--- src/rtl/axi_burst_master_if.sv ---
// AXI4 master/slave channel bundle connecting the burst master to the RAM slave.
interface axi_burst_master_if #(
  parameter int unsigned DATA_WIDTH = 32,
  parameter int unsigned ADDR_WIDTH = 32,
  parameter int unsigned ID_WIDTH   = 8
);
  localparam int unsigned STRB_WIDTH = DATA_WIDTH / 8;

  logic [ID_WIDTH-1:0]   awid;
  logic [ADDR_WIDTH-1:0] awaddr;
  logic [7:0]            awlen;
  logic [2:0]            awsize;
  logic [1:0]            awburst;
  logic                  awlock;
  logic [3:0]            awcache;
  logic [2:0]            awprot;
  logic                  awvalid;
  logic                  awready;

  logic [DATA_WIDTH-1:0] wdata;
  logic [STRB_WIDTH-1:0] wstrb;
  logic                  wlast;
  logic                  wvalid;
  logic                  wready;

  logic [ID_WIDTH-1:0]   bid;
  logic [1:0]            bresp;
  logic                  bvalid;
  logic                  bready;

  logic [ID_WIDTH-1:0]   arid;
  logic [ADDR_WIDTH-1:0] araddr;
  logic [7:0]            arlen;
  logic [2:0]            arsize;
  logic [1:0]            arburst;
  logic                  arlock;
  logic [3:0]            arcache;
  logic [2:0]            arprot;
  logic                  arvalid;
  logic                  arready;

  logic [ID_WIDTH-1:0]   rid;
  logic [DATA_WIDTH-1:0] rdata;
  logic [1:0]            rresp;
  logic                  rlast;
  logic                  rvalid;
  logic                  rready;

  modport master (
    output awid, awaddr, awlen, awsize, awburst, awlock, awcache, awprot, awvalid,
    input  awready,
    output wdata, wstrb, wlast, wvalid,
    input  wready,
    input  bid, bresp, bvalid,
    output bready,
    output arid, araddr, arlen, arsize, arburst, arlock, arcache, arprot, arvalid,
    input  arready,
    input  rid, rdata, rresp, rlast, rvalid,
    output rready
  );

  modport slave (
    input  awid, awaddr, awlen, awsize, awburst, awlock, awcache, awprot, awvalid,
    output awready,
    input  wdata, wstrb, wlast, wvalid,
    output wready,
    output bid, bresp, bvalid,
    input  bready,
    input  arid, araddr, arlen, arsize, arburst, arlock, arcache, arprot, arvalid,
    output arready,
    output rid, rdata, rresp, rlast, rvalid,
    input  rready
  );
endinterface

--- src/rtl/axi_burst_master.sv ---
// Command-driven AXI4 master: one outstanding INCR write or read burst at a time,
// write data streamed in, read data streamed out, done pulse with response code.
module axi_burst_master #(
  parameter int unsigned DATA_WIDTH = 32,
  parameter int unsigned ADDR_WIDTH = 32,
  parameter int unsigned STRB_WIDTH = DATA_WIDTH / 8,
  parameter int unsigned ID_WIDTH   = 8
) (
  input  logic                  clk,
  input  logic                  rst_n,
  input  logic                  cmd_valid,
  output logic                  cmd_ready,
  input  logic                  cmd_write,
  input  logic [ADDR_WIDTH-1:0] cmd_addr,
  input  logic [7:0]            cmd_len,
  input  logic [ID_WIDTH-1:0]   cmd_id,
  input  logic [DATA_WIDTH-1:0] s_wr_tdata,
  input  logic                  s_wr_tvalid,
  output logic                  s_wr_tready,
  output logic [DATA_WIDTH-1:0] m_rd_tdata,
  output logic                  m_rd_tlast,
  output logic                  m_rd_tvalid,
  input  logic                  m_rd_tready,
  output logic                  done,
  output logic [1:0]            done_resp,
  axi_burst_master_if.master    m_axi
);
  localparam int unsigned SIZE_LOG2  = $clog2(STRB_WIDTH);
  localparam int unsigned PAGE_BYTES = 4096;

  typedef enum logic [2:0] {IDLE, AW, W, B, AR, R} state_t;

  state_t                state_q, state_d;
  logic [ADDR_WIDTH-1:0] addr_q, addr_d, addr_aligned;
  logic [7:0]            len_q, len_d, cnt_q, cnt_d;
  logic [ID_WIDTH-1:0]   id_q, id_d;
  logic [1:0]            sticky_q, sticky_d, resp_d;
  logic                  done_d;
  logic                  awvalid_q, arvalid_q, bready_q;
  logic [31:0]           span;
  logic                  crosses_4k, w_hs, r_hs;
  logic                  unused_ids;

  // Start address rounded down to a full bus word; the page check uses the bytes actually touched.
  assign addr_aligned = cmd_addr & ~ADDR_WIDTH'(STRB_WIDTH - 1);
  assign span         = 32'(addr_aligned[11:0]) + (32'(cmd_len) + 32'd1) * STRB_WIDTH;
  assign crosses_4k   = span > PAGE_BYTES;

  assign w_hs = (state_q == W) && s_wr_tvalid && m_axi.wready;
  assign r_hs = (state_q == R) && m_axi.rvalid && m_rd_tready;

  // Response IDs are not checked: only one burst is ever outstanding.
  assign unused_ids = ^{m_axi.bid, m_axi.rid};

  // State, latched command and registered handshake/completion outputs.
  always_ff @(posedge clk or negedge rst_n) begin
    if (!rst_n) begin
      state_q   <= IDLE;
      addr_q    <= '0;
      len_q     <= '0;
      cnt_q     <= '0;
      id_q      <= '0;
      sticky_q  <= '0;
      cmd_ready <= 1'b0;
      awvalid_q <= 1'b0;
      arvalid_q <= 1'b0;
      bready_q  <= 1'b0;
      done      <= 1'b0;
      done_resp <= 2'b00;
    end else begin
      state_q   <= state_d;
      addr_q    <= addr_d;
      len_q     <= len_d;
      cnt_q     <= cnt_d;
      id_q      <= id_d;
      sticky_q  <= sticky_d;
      cmd_ready <= (state_d == IDLE);
      awvalid_q <= (state_d == AW);
      arvalid_q <= (state_d == AR);
      bready_q  <= (state_d == B);
      done      <= done_d;
      done_resp <= resp_d;
    end
  end

  // Next-state, beat counting and completion response.
  always_comb begin
    state_d  = state_q;
    addr_d   = addr_q;
    len_d    = len_q;
    cnt_d    = cnt_q;
    id_d     = id_q;
    sticky_d = sticky_q;
    done_d   = 1'b0;
    resp_d   = 2'b00;
    unique case (state_q)
      IDLE: begin
        if (cmd_valid && cmd_ready) begin
          if (crosses_4k) begin
            done_d = 1'b1;
            resp_d = 2'b10;
          end else begin
            addr_d   = addr_aligned;
            len_d    = cmd_len;
            cnt_d    = cmd_len;
            id_d     = cmd_id;
            sticky_d = 2'b00;
            state_d  = cmd_write ? AW : AR;
          end
        end
      end
      AW: if (m_axi.awready) state_d = W;
      W: begin
        if (w_hs) begin
          if (cnt_q == 8'd0) state_d = B;
          else               cnt_d   = cnt_q - 8'd1;
        end
      end
      B: begin
        if (m_axi.bvalid) begin
          done_d  = 1'b1;
          resp_d  = m_axi.bresp;
          state_d = IDLE;
        end
      end
      AR: if (m_axi.arready) state_d = R;
      R: begin
        if (r_hs) begin
          if (sticky_q == 2'b00) sticky_d = m_axi.rresp;
          if (cnt_q != 8'd0)     cnt_d    = cnt_q - 8'd1;
          if (m_axi.rlast) begin
            done_d  = 1'b1;
            resp_d  = (cnt_q != 8'd0) ? 2'b10 : sticky_d;
            state_d = IDLE;
          end
        end
      end
      default: state_d = IDLE;
    endcase
  end

  // Address channels: fields come from the latched command and stay stable while valid.
  assign m_axi.awvalid = awvalid_q;
  assign m_axi.awaddr  = addr_q;
  assign m_axi.awlen   = len_q;
  assign m_axi.awsize  = 3'(SIZE_LOG2);
  assign m_axi.awburst = 2'b01;
  assign m_axi.awlock  = 1'b0;
  assign m_axi.awcache = 4'b0011;
  assign m_axi.awprot  = 3'b000;
  assign m_axi.awid    = id_q;

  assign m_axi.arvalid = arvalid_q;
  assign m_axi.araddr  = addr_q;
  assign m_axi.arlen   = len_q;
  assign m_axi.arsize  = 3'(SIZE_LOG2);
  assign m_axi.arburst = 2'b01;
  assign m_axi.arlock  = 1'b0;
  assign m_axi.arcache = 4'b0011;
  assign m_axi.arprot  = 3'b000;
  assign m_axi.arid    = id_q;

  assign m_axi.bready  = bready_q;

  // Data pass-through, gated off outside its own state.
  assign m_axi.wvalid = (state_q == W) && s_wr_tvalid;
  assign s_wr_tready  = (state_q == W) && m_axi.wready;
  assign m_axi.wdata  = (state_q == W) ? s_wr_tdata : '0;
  assign m_axi.wstrb  = (state_q == W) ? '1 : '0;
  assign m_axi.wlast  = (state_q == W) && (cnt_q == 8'd0);

  assign m_rd_tvalid  = (state_q == R) && m_axi.rvalid;
  assign m_axi.rready = (state_q == R) && m_rd_tready;
  assign m_rd_tdata   = (state_q == R) ? m_axi.rdata : '0;
  assign m_rd_tlast   = (state_q == R) && m_axi.rlast;
endmodule
--- src/flat_wrapper.sv ---
// flat-port wrapper written by rule: the top's interface ports become plain ports
module axi_burst_master_flat 
#(
  parameter int unsigned DATA_WIDTH = 32,
  parameter int unsigned ADDR_WIDTH = 32,
  parameter int unsigned STRB_WIDTH = DATA_WIDTH / 8,
  parameter int unsigned ID_WIDTH   = 8
)
  (clk, rst_n, cmd_valid, cmd_ready, cmd_write, cmd_addr, cmd_len, cmd_id, s_wr_tdata, s_wr_tvalid, s_wr_tready, m_rd_tdata, m_rd_tlast, m_rd_tvalid, m_rd_tready, done, done_resp, m_axi_awid, m_axi_awaddr, m_axi_awlen, m_axi_awsize, m_axi_awburst, m_axi_awlock, m_axi_awcache, m_axi_awprot, m_axi_awvalid, m_axi_awready, m_axi_wdata, m_axi_wstrb, m_axi_wlast, m_axi_wvalid, m_axi_wready, m_axi_bid, m_axi_bresp, m_axi_bvalid, m_axi_bready, m_axi_arid, m_axi_araddr, m_axi_arlen, m_axi_arsize, m_axi_arburst, m_axi_arlock, m_axi_arcache, m_axi_arprot, m_axi_arvalid, m_axi_arready, m_axi_rid, m_axi_rdata, m_axi_rresp, m_axi_rlast, m_axi_rvalid, m_axi_rready);
  axi_burst_master_if #(.DATA_WIDTH(DATA_WIDTH), .ADDR_WIDTH(ADDR_WIDTH), .ID_WIDTH(ID_WIDTH)) m_axi_i ();
  input  logic clk;
  input  logic rst_n;
  input  logic cmd_valid;
  output logic cmd_ready;
  input  logic cmd_write;
  input  logic [ADDR_WIDTH-1:0] cmd_addr;
  input  logic [7:0] cmd_len;
  input  logic [ID_WIDTH-1:0] cmd_id;
  input  logic [DATA_WIDTH-1:0] s_wr_tdata;
  input  logic s_wr_tvalid;
  output logic s_wr_tready;
  output logic [DATA_WIDTH-1:0] m_rd_tdata;
  output logic m_rd_tlast;
  output logic m_rd_tvalid;
  input  logic m_rd_tready;
  output logic done;
  output logic [1:0] done_resp;
  output wire logic [$bits(m_axi_i.awid)-1:0] m_axi_awid;
  output wire logic [$bits(m_axi_i.awaddr)-1:0] m_axi_awaddr;
  output wire logic [$bits(m_axi_i.awlen)-1:0] m_axi_awlen;
  output wire logic [$bits(m_axi_i.awsize)-1:0] m_axi_awsize;
  output wire logic [$bits(m_axi_i.awburst)-1:0] m_axi_awburst;
  output wire logic [$bits(m_axi_i.awlock)-1:0] m_axi_awlock;
  output wire logic [$bits(m_axi_i.awcache)-1:0] m_axi_awcache;
  output wire logic [$bits(m_axi_i.awprot)-1:0] m_axi_awprot;
  output wire logic [$bits(m_axi_i.awvalid)-1:0] m_axi_awvalid;
  input wire logic [$bits(m_axi_i.awready)-1:0] m_axi_awready;
  output wire logic [$bits(m_axi_i.wdata)-1:0] m_axi_wdata;
  output wire logic [$bits(m_axi_i.wstrb)-1:0] m_axi_wstrb;
  output wire logic [$bits(m_axi_i.wlast)-1:0] m_axi_wlast;
  output wire logic [$bits(m_axi_i.wvalid)-1:0] m_axi_wvalid;
  input wire logic [$bits(m_axi_i.wready)-1:0] m_axi_wready;
  input wire logic [$bits(m_axi_i.bid)-1:0] m_axi_bid;
  input wire logic [$bits(m_axi_i.bresp)-1:0] m_axi_bresp;
  input wire logic [$bits(m_axi_i.bvalid)-1:0] m_axi_bvalid;
  output wire logic [$bits(m_axi_i.bready)-1:0] m_axi_bready;
  output wire logic [$bits(m_axi_i.arid)-1:0] m_axi_arid;
  output wire logic [$bits(m_axi_i.araddr)-1:0] m_axi_araddr;
  output wire logic [$bits(m_axi_i.arlen)-1:0] m_axi_arlen;
  output wire logic [$bits(m_axi_i.arsize)-1:0] m_axi_arsize;
  output wire logic [$bits(m_axi_i.arburst)-1:0] m_axi_arburst;
  output wire logic [$bits(m_axi_i.arlock)-1:0] m_axi_arlock;
  output wire logic [$bits(m_axi_i.arcache)-1:0] m_axi_arcache;
  output wire logic [$bits(m_axi_i.arprot)-1:0] m_axi_arprot;
  output wire logic [$bits(m_axi_i.arvalid)-1:0] m_axi_arvalid;
  input wire logic [$bits(m_axi_i.arready)-1:0] m_axi_arready;
  input wire logic [$bits(m_axi_i.rid)-1:0] m_axi_rid;
  input wire logic [$bits(m_axi_i.rdata)-1:0] m_axi_rdata;
  input wire logic [$bits(m_axi_i.rresp)-1:0] m_axi_rresp;
  input wire logic [$bits(m_axi_i.rlast)-1:0] m_axi_rlast;
  input wire logic [$bits(m_axi_i.rvalid)-1:0] m_axi_rvalid;
  output wire logic [$bits(m_axi_i.rready)-1:0] m_axi_rready;
  assign m_axi_awid = m_axi_i.awid;
  assign m_axi_awaddr = m_axi_i.awaddr;
  assign m_axi_awlen = m_axi_i.awlen;
  assign m_axi_awsize = m_axi_i.awsize;
  assign m_axi_awburst = m_axi_i.awburst;
  assign m_axi_awlock = m_axi_i.awlock;
  assign m_axi_awcache = m_axi_i.awcache;
  assign m_axi_awprot = m_axi_i.awprot;
  assign m_axi_awvalid = m_axi_i.awvalid;
  assign m_axi_i.awready = m_axi_awready;
  assign m_axi_wdata = m_axi_i.wdata;
  assign m_axi_wstrb = m_axi_i.wstrb;
  assign m_axi_wlast = m_axi_i.wlast;
  assign m_axi_wvalid = m_axi_i.wvalid;
  assign m_axi_i.wready = m_axi_wready;
  assign m_axi_i.bid = m_axi_bid;
  assign m_axi_i.bresp = m_axi_bresp;
  assign m_axi_i.bvalid = m_axi_bvalid;
  assign m_axi_bready = m_axi_i.bready;
  assign m_axi_arid = m_axi_i.arid;
  assign m_axi_araddr = m_axi_i.araddr;
  assign m_axi_arlen = m_axi_i.arlen;
  assign m_axi_arsize = m_axi_i.arsize;
  assign m_axi_arburst = m_axi_i.arburst;
  assign m_axi_arlock = m_axi_i.arlock;
  assign m_axi_arcache = m_axi_i.arcache;
  assign m_axi_arprot = m_axi_i.arprot;
  assign m_axi_arvalid = m_axi_i.arvalid;
  assign m_axi_i.arready = m_axi_arready;
  assign m_axi_i.rid = m_axi_rid;
  assign m_axi_i.rdata = m_axi_rdata;
  assign m_axi_i.rresp = m_axi_rresp;
  assign m_axi_i.rlast = m_axi_rlast;
  assign m_axi_i.rvalid = m_axi_rvalid;
  assign m_axi_rready = m_axi_i.rready;
  axi_burst_master #(.DATA_WIDTH(DATA_WIDTH), .ADDR_WIDTH(ADDR_WIDTH), .STRB_WIDTH(STRB_WIDTH), .ID_WIDTH(ID_WIDTH)) u_core (.clk(clk), .rst_n(rst_n), .cmd_valid(cmd_valid), .cmd_ready(cmd_ready), .cmd_write(cmd_write), .cmd_addr(cmd_addr), .cmd_len(cmd_len), .cmd_id(cmd_id), .s_wr_tdata(s_wr_tdata), .s_wr_tvalid(s_wr_tvalid), .s_wr_tready(s_wr_tready), .m_rd_tdata(m_rd_tdata), .m_rd_tlast(m_rd_tlast), .m_rd_tvalid(m_rd_tvalid), .m_rd_tready(m_rd_tready), .done(done), .done_resp(done_resp), .m_axi(m_axi_i));
endmodule
--- config.mk ---
export PLATFORM = sky130hd
export DESIGN_NAME = axi_burst_master_flat
export DESIGN_NICKNAME = d
export VERILOG_FILES = /design/src/rtl/axi_burst_master_if.sv /design/src/rtl/axi_burst_master.sv /design/src/flat_wrapper.sv
export SDC_FILE = /design/constraint.sdc
export NUM_CORES = 1
export LEC_CHECK = 0
export BUFFER_PORTS_ARGS = -buffer_cell sky130_fd_sc_hd__buf_2
export CAP_MARGIN = 20
export CORE_AREA = 10 10 128 130
export DETAILED_ROUTE_END_ITERATION = 8
export DIE_AREA = 0 0 138 140
export HOLD_SLACK_MARGIN = 0.06
export PLACE_DENSITY = 0.67
export REMOVE_ABC_BUFFERS = 1
export SETUP_SLACK_MARGIN = 0.15
export SLEW_MARGIN = 10
export SYNTH_ARGS = -nofsm -noshare
export SYNTH_HDL_FRONTEND = slang
export SYNTH_SLANG_ARGS = --single-unit
--- constraint.sdc ---
create_clock -name clk -period 6.32 [get_ports clk]
set_clock_uncertainty 0.05 [all_clocks]
set_input_delay 0.632 -clock clk [delete_from_list [all_inputs] [get_ports clk]]
set_output_delay 0.632 -clock clk [all_outputs]
set_load 0.05 [all_outputs]
==> results.cfg, run 1 <==
[critical_path]
crit_type = input pin to flop
startpoint = cmd_len[1]
r2r_end = u_core.cnt_q[2]
arrival_ps = 4440
crit_required_ps = 6490
rr_startpoint = u_core.state_q[0]
setup.worst_path.end = u_core.m_axi.arid[1]
worstPathMaxFanout = 35
crit_path_top_delay_cell = buf_4
r2r_slack_ps = 3320
worstSetupStartpointType = input pin
cp_cell_sequence = buf_2, ha_1, nand3_1, xnor2_1, ha_1, a21oi_1, nand2_1, or3_1, a221o_1, a2111o_1, a21oi_4, buf_4, mux2_2
cp-end-kind = flop
crit_top_cell = ha_1
reg2reg_depth = 6
critPathMaxStageDelay_ps = 510

[placed_design]
io_buffers = 298
dp_cells = 877
place_hpwl_um = 13800
dp_slack_ps = 1640
gp_congestion = 0.863

[floorplan]
rows = 43
chipHeight_um = 140
die_w_um = 138
io_pins = 347
dieArea_sq_um = 19300
initial_utilization_pct = 32.3
core_region_area_sq_um = 13800

[layout]
multi_input_area_sq_um = 2210
layout.nets = 866
drive_gt1_share_pct = 46.0
final_cell_mix = buf_2, and2_1, dfrtp_1
fillCellCount = 1394
seq_area_sq_um = 1650
final_common_cell = buf_2
fin_cells = 896
area.growth.synth_to_final_pct = 34.6

[sta]
rsz0062_at_grt = no
tns_ps = 0
hold_ws_ps = 447
period_share_pct = 67.6
slew_headroom_pct = 35.8
finalSetupViolCount = 0
fin_crit_ps = 4270
hold_viol_final = 0
max_freq_mhz = 234
tightest_slew_ps = 963
finalWorstSetupSlack_ps = 2050
drv_slew = 0

[clocking]
root_buffer = clkbuf_16
cts_buffer_depth = 2
cts_hold_buffers = 0
cts-resized-gates = 0
clock-sinks = 66
cts_max_level = 3
cts_tree = done
insertion_delay_ps = 330
cts-buffers-inserted = 9
cts.clk_slew.worst_paths_ps = 60
cts_setup_buffers = 0

[global_route]
grt_pass1_wl_um = 25000
grt_max_degree = 67
antenna_found_initial = 4
grt_pass1_vias = 4199
grt_use_total_pct = 16.3
overflow = 0

[synthesis]
seq_area_frac_synth_pct = 37.1
yosysTopAreaCell = dfrtp_1
netlist.area_leader.share_pct = 37.1
yosys-top-cells-area = dfrtp_1, buf_4, mux2_1
synth.distinct_cells = 50
async_reset_ff_share_pct = 100
synth_seq_cells = 66
syn-cell-area_sq_um = 4450
synth-edff-count = 0
synth_ff_type = dfrtp_1
synth_cells = 462
ys_warn_count = 0
synth_area_per_cell_sq_um = 9.63

[worst_hold_path]
worstHoldPathType = flop to flop

[outcome]
status = completed

[routing]
drc_errors = 0
drt_pass1_iterations = 4
initialDrtViolationCount = 100
vias_per_cell = 4.57
final_antenna_net_count = 0
wl_um = 16700
vias = 4094
wl_per_cell_um = 18.7

[pwr]
power.total_mw = 3.73
leakage_nw = 3.33
max-vdd-ir-drop_v = 0.000411
power_per_cell_area_nw_per_um2 = 623

[job]
cap_violations = 0
==> through the flow <==
step / instance area, sq um / util (%)
after floorplan: 3890 / -
after global placement: 5640 / 41.0
after detailed placement: 5640 / 41.0
after CTS: 5980 / 43.4
after global routing: 5990 / 43.5
final: 5990 / 43.5
==> worst max-delay path, delay by kind of cell <==
family,cells,cell delay [ps]
adders and majority gates,2,540
AOI/OAI and AO/OA,4,1470
muxes,1,390
and+or+nand+nor,3,570
buffers and inverters,2,660
xor gates and xnor gates,1,160
==> report_power, final <==
group          internal [mW]  total (mW)  switching, mW
logic                  0.530        2.38           1.85
registers              0.623       0.776          0.153
clock network          0.369       0.568          0.199
==> how the worst min path moves through the flow <==
stage,to,start,cells past startpoint,slack [ps]
finish,u_core.m_axi.arid[6],u_core.m_axi.arid[6],1,450
global route,u_core.m_axi.arid[4],cmd_id[4],2,450
CTS,u_core.done_resp[0],m_axi_bresp[0],3,440
detailed placement,u_core.m_axi.arid[6],u_core.m_axi.arid[6],1,440
global placement,u_core.m_axi.arlen[5],u_core.m_axi.arlen[5],1,430
floorplan,u_core.cmd_ready,rst_n,0,290
==> sequential cells by signal, summed over array words and instances (netlist names) <==
signal and cells:
u_core.sticky_q 2, u_core.m_axi.bready 1, u_core.cmd_ready 1, u_core.m_axi.arlen 8, u_core.m_axi.awvalid 1, u_core.done 1, u_core.m_axi.arid 8, u_core.done_resp 2
u_core.cnt_q 8, u_core.m_axi.araddr 30, u_core.m_axi.arvalid 1, u_core.state_q 3
==> routing by layer <==
layer | wire length (um) | vias to the layer above | GRT usage, %
met3 | 1640 | 10 | 6.73
met5 | 0 | - | 0
met4 | 193 | 0 | 6.88
met2 | 8430 | 215 | 27.4
li1 | - | 1966 | -
met1 | 6470 | 1903 | 17.8
==> cell families after synthesis <==
logic type / after synthesis / synth area share [%]
other: 2 / 0.169
DFF: 66 / 37.1
xor gates and xnor gates: 8 / 1.58
AOI/OAI and AO/OA: 59 / 9.62
adders and majority gates: 14 / 4.11
buffers and inverters: 105 / 15.7
muxes: 46 / 11.6
and+or+nand+nor: 162 / 20.1
==> cell type report <==
cell class | count | area share, %
Multi-Input combinational cell | 319 | 36.8
Antenna cell | 3 | 0.125
Sequential cell | 66 | 27.6
Tap cell | 180 | 3.76
Inverter | 10 | 0.627
Timing Repair Buffer | 302 | 25.4
Clock buffer | 11 | 4.22
Clock inverter | 5 | 1.42
==> cell usage after synthesis (all sizes together) (4+ instances only) <==
cell type / n
dfrtp: 66
nand3: 15
mux2: 45
ha: 13
nand2: 11
clkbuf: 11
inv: 10
o31ai: 4
xnor2: 4
a21o: 4
buf: 84
nor3: 11
and2: 70
a21oi: 16
nor2: 29
o21ai: 10
or3: 6
a221oi: 5
and3: 4
xor2: 4
No activity file was read; power rests on OpenSTA's default activity.
==> run 2, diff against run 1 <==
Settings changed: PLACE_DENSITY 0.67 to 0.7.
Clock period 6.32 ns to 3.58 ns, I/O delays scaled along.
==> run 2 against run 1 <==
Effect of this change: flip-flop and latch count is the same; design area increased by 4.0%; core utilization increased by 1.7 points; first-iteration DRC count shrank 6.0%; setup slack lost 1800 ps; global-route usage increased by 0.83 points; sequential power grew 78%; critical path depth rose by 1; sequential share of layout area down 1.1 points; clock power increased by 72%; via count is 2.4% higher; critical endpoint is now u_core.m_axi.araddr[24]; highest routed layer is now met5.
==> results.cfg, run 2 (synthesized netlist as in run 1, its figures left out) <==
[outcome]
status = completed

[layout]
fin_area_sq_um = 6230
final_common_cell = buf_2
fillCellCount = 1404
final_util_pct = 45.2
drive_gt1_share_pct = 48.4
largest_register_ff_count = 30
multi_input_area_sq_um = 2240
final_cell_mix = buf_2, and2_1, dfrtp_1
area.growth.synth_to_final_pct = 40.0
seq_area_sq_um = 1650
layout.nets = 889

[clocking]
cts_buffer_depth = 2
clock-sinks = 66
cts-buffers-inserted = 9
cts_tree = done
cts.clk_slew.worst_paths_ps = 60
insertion_delay_ps = 340
cts_max_level = 3
root_buffer = clkbuf_16

[routing]
wl_um = 17500
vias = 4194
initialDrtViolationCount = 94
drc_errors = 0
vias_per_cell = 4.56
drt_pass1_iterations = 4
wl_per_cell_um = 19.0
final_antenna_net_count = 0

[global_route]
grt_use_total_pct = 17.1
overflow = 0
grt_max_degree = 42
antenna_found_initial = 8
grt_pass1_wl_um = 26200
grt_pass1_vias = 4537

[placed_design]
place_hpwl_um = 14600
gp_congestion = 0.847
io_buffers = 298
placed_area_sq_um = 5800

[critical_path]
cp-end-kind = flop
arrival_ps = 3460
worstSetupStartpointType = input pin
crit_required_ps = 3750
crit_type = input pin to flop
worstPathMaxFanout = 16

[floorplan]
dieArea_sq_um = 19300
core_region_area_sq_um = 13800
initial_utilization_pct = 32.3
io_pins = 347
chipHeight_um = 140
rows = 43
die_w_um = 138

[pwr]
leakage_nw = 3.46
power_per_cell_area_nw_per_um2 = 1070
power.total_mw = 6.66
max-vdd-ir-drop_v = 0.000756

[sta]
hold_viol_final = 0
drv_slew = 0
max_freq_mhz = 304
slew_headroom_pct = 59.6
finalSetupViolCount = 0
fin_crit_ps = 3290
period_share_pct = 92.0
hold_ws_ps = 173
rsz0062_at_grt = no
tightest_slew_ps = 604

[worst_hold_path]
worstHoldPathType = input pin to flop

[job]
cap_violations = 0
## run 2: changes by cell type in the layout (fill, tap and decap cells not counted), sizes merged
cell	delta
buf	+21
clkbuf	-1
clkinvlp	+1
dlygate4sd3	+1
inv	+1
## run 2: worst max-delay path, stage by stage
cell and delay [ps]:
buf_2 100, buf_4 130, and3_1 170, nand3_2 120, or2_2 320, xnor2_1 130, ha_1 240, o41a_1 420
xor2_1 180, a2111o_1 430, a21oi_4 230, buf_12 140, clkbuf_16 180, mux2_1 330
## run 2: metrics by stage
| step | std cells | setup WS [ps] | setup TNS, ps |
|---|---|---|---|
| final | 919 | 288 | 0 |
| after global routing | 917 | 142 | 0 |
| after CTS | 914 | 291 | 0 |
| after detailed placement | 897 | -63.5 | -2010 |
| after global placement | 897 | -23.1 | -334 |
| after floorplan | 395 | -1560 | -75680 |
## run 2: final timing paths
path | start | to | slack, ps | cells after the start
worst min register to register | u_core.m_axi.araddr[27] | u_core.m_axi.araddr[27] | 450 | 1
max in group asynchronous | rst_n | u_core.m_axi.arid[5] | 2220 | 3
worst min-delay path | m_axi_bresp[0] | u_core.done_resp[0] | 170 | 3
worst max register to register | u_core.cnt_q[0] | u_core.m_axi.arvalid | 1100 | 9
worst max-delay path | cmd_len[1] | u_core.m_axi.araddr[24] | 290 | 14
min in group asynchronous | rst_n | u_core.cnt_q[7] | 460 | 2
## run 2: where the power goes
| part | internal (mW) | switching, mW | leakage, nW | total [mW] |
|---|---|---|---|---|
| combinational | 1.01 | 3.29 | 2.51 | 4.30 |
| clock | 0.616 | 0.361 | 0.153 | 0.977 |
| sequential | 1.10 | 0.279 | 0.795 | 1.38 |
## run 2: what timing repair did
action / CTS / global route
endpoints found under the hold margin: 17 / 0
resized for setup: 0 / 6
hold buffers: 1 / 0
buffers inserted: 0 / 1
endpoints found under the setup margin: 0 / 43
## run 2: area by class of cell
type	instances	share of cell area (%)
multi-input cells	319	36.0
repair buffers	325	27.9
flip-flops and latches	66	26.5
clock buffers	9	3.62
well taps	180	3.62
clock inverters	7	1.63
inverters	10	0.603
diodes	3	0.121
## run 2: layer usage
| metal | vias up | share of wire [%] | global-route usage (%) |
|---|---|---|---|
| li1 | 2007 | - | - |
| met1 | 1937 | 38 | 18.4 |
| met2 | 222 | 50 | 29.3 |
| met3 | 24 | 9.9 | 7.10 |
| met4 | 4 | 2.0 | 7.05 |
| met5 | - | 0.18 | 0 |
==> run 3, diff against run 2 <==
Settings changed: CORE_AREA 10 10 128 130 to 2 2 134 136, DIE_AREA 0 0 138 140 to 0 0 136 138, PLACE_DENSITY 0.7 to default.
==> run 3 against run 2 <==
Effect of this change: clock power decreased by 2.0%; global-route usage down 0.81 points; first-iteration DRC count up 7.4%; sequential share of layout area fell by 0.51 points; power shrank 0.28%; flip-flop and latch count did not move; die area fell by 2.9%; setup slack lost 31 ps; routed wire length fell by 6.5%.
==> results.cfg, run 3 (synthesized netlist as in run 1, its figures left out) <==
[clocking]
cts_buffer_depth = 2
cts_tree = done
cts.clk_slew.worst_paths_ps = 60
root_buffer = clkbuf_16
insertion_delay_ps = 330
cts_max_level = 3
cts-buffers-inserted = 9
clock-sinks = 66

[global_route]
grt_pass1_wl_um = 23000
grt_pass1_vias = 3963
antenna_found_initial = 7
grt_max_degree = 42
overflow = 0
grt_use_total_pct = 16.3

[routing]
drc_errors = 0
vias = 4288
wl_per_cell_um = 16.9
initialDrtViolationCount = 101
drt_pass1_iterations = 4
final_antenna_net_count = 0
vias_per_cell = 4.43
wl_um = 16300

[sta]
hold_viol_final = 0
finalSetupViolCount = 0
drv_slew = 0
slew_headroom_pct = 58.9
fin_crit_ps = 3320
period_share_pct = 92.8
rsz0062_at_grt = no
tightest_slew_ps = 615
hold_ws_ps = 194
max_freq_mhz = 301

[floorplan]
initial_utilization_pct = 25.4
rows = 49
dieArea_sq_um = 18800
chipHeight_um = 138
die_w_um = 136
io_pins = 347
core_region_area_sq_um = 17500

[pwr]
leakage_nw = 3.48
power_per_cell_area_nw_per_um2 = 1050
power.total_mw = 6.64
max-vdd-ir-drop_v = 0.000663

[critical_path]
startpoint = cmd_len[1]
setup.worst_path.end = u_core.m_axi.araddr[23]
cp-end-kind = flop
worstPathMaxFanout = 7
r2r_end = u_core.m_axi.arvalid
arrival_ps = 3480
crit_path_top_delay_cell = a2111o_1
crit_type = input pin to flop
rr_startpoint = u_core.cnt_q[0]
critPathMaxStageDelay_ps = 500
crit_required_ps = 3740
worstSetupStartpointType = input pin
cp_cell_sequence = buf_2, ha_2, nand3_2, xnor2_1, ha_1, a21oi_1, nand2_1, o211a_1, or3_4, a2111o_1, a21oi_4, buf_12, clkbuf_16, mux2_1
reg2reg_depth = 9
r2r_slack_ps = 1070

[worst_hold_path]
worstHoldPathType = input pin to flop

[layout]
largest_register_ff_count = 30
seq_area_sq_um = 1650
fin_cells = 968
final_cell_mix = buf_2, and2_1, dfrtp_1
drive_gt1_share_pct = 48.5
final_common_cell = buf_2
fillCellCount = 1821
layout.nets = 891
multi_input_area_sq_um = 2240
area.growth.synth_to_final_pct = 42.8

[placed_design]
dp_cells = 945
place_hpwl_um = 13200
gp_congestion = 0.886
io_buffers = 298

[outcome]
status = completed

[job]
cap_violations = 0
==> run 3: cell count changes in the layout (fill, tap and decap cells not counted), moves of 2 or more <==
cell / change
clkinv_2: +2
buf_4: -3
diode_2: -2
inv_6: -2
==> run 3: worst min path at each step <==
stage,startpoint,end,slack (ps),cells after the start
floorplan,rst_n,u_core.cmd_ready,10,0
global placement,u_core.m_axi.araddr[8],u_core.m_axi.araddr[8],430,1
detailed placement,u_core.m_axi.araddr[30],u_core.m_axi.araddr[30],440,1
CTS,m_axi_bresp[0],u_core.done_resp[0],180,3
global route,cmd_addr[25],u_core.m_axi.araddr[25],190,2
finish,cmd_addr[12],u_core.m_axi.araddr[12],190,2
==> run 3: power breakdown <==
group / internal, mW / total, mW / switching, mW
registers: 1.10 / 1.37 / 0.271
logic: 1.04 / 4.31 / 3.27
clock network: 0.608 / 0.957 / 0.348
==> run 3: area by class of cell <==
class                      instances  share of cell area (%)
clock inverter                     7                    1.48
antenna                            1                  0.0394
tap                              229                    4.51
sequential                        66                    26.0
multi-input combinational        319                    35.2
timing repair buffer             327                    28.6
clock buffer                       9                    3.55
inverter                          10                   0.591
==> run 3: metal layers <==
layer	wire (um)	track usage (%)	up-vias
met5	0	0	-
met4	416	4.66	0
met3	1310	3.59	25
met2	8290	29.8	228
met1	6300	18.9	2026
li1	-	-	2009
==> run 3: stage by stage <==
| step | TNS, ps | setup WS, ps | area, sq um | utilization [%] |
|---|---|---|---|---|
| final | 0 | 257 | 6350 | 36.2 |
| after global routing | 0 | 125 | 6350 | 36.2 |
| after CTS | 0 | 206 | 6180 | 35.2 |
| after detailed placement | -4860 | -138 | 5860 | 33.4 |
| after global placement | -1890 | -72.5 | 5860 | 33.4 |
| after floorplan | -75680 | -1560 | 3890 | - |
==> run 3: worst max-delay path: cells and delay by family <==
kind	cells	cell delay [ps]
adder cells (fa/ha/maj)	2	570
XOR/XNOR	1	150
buffers and inverters	3	430
AO/OA/AOI/OAI	4	1090
multiplexers	1	320
AND/OR/NAND/NOR	3	540
==> run 3: what timing repair did <==
item | in CTS | in global routing
buffers inserted | 0 | 1
hold endpoints to repair | 0 | 18
endpoints found under the setup margin | 0 | 52
hold buffers | 0 | 1
resized for setup | 0 | 13
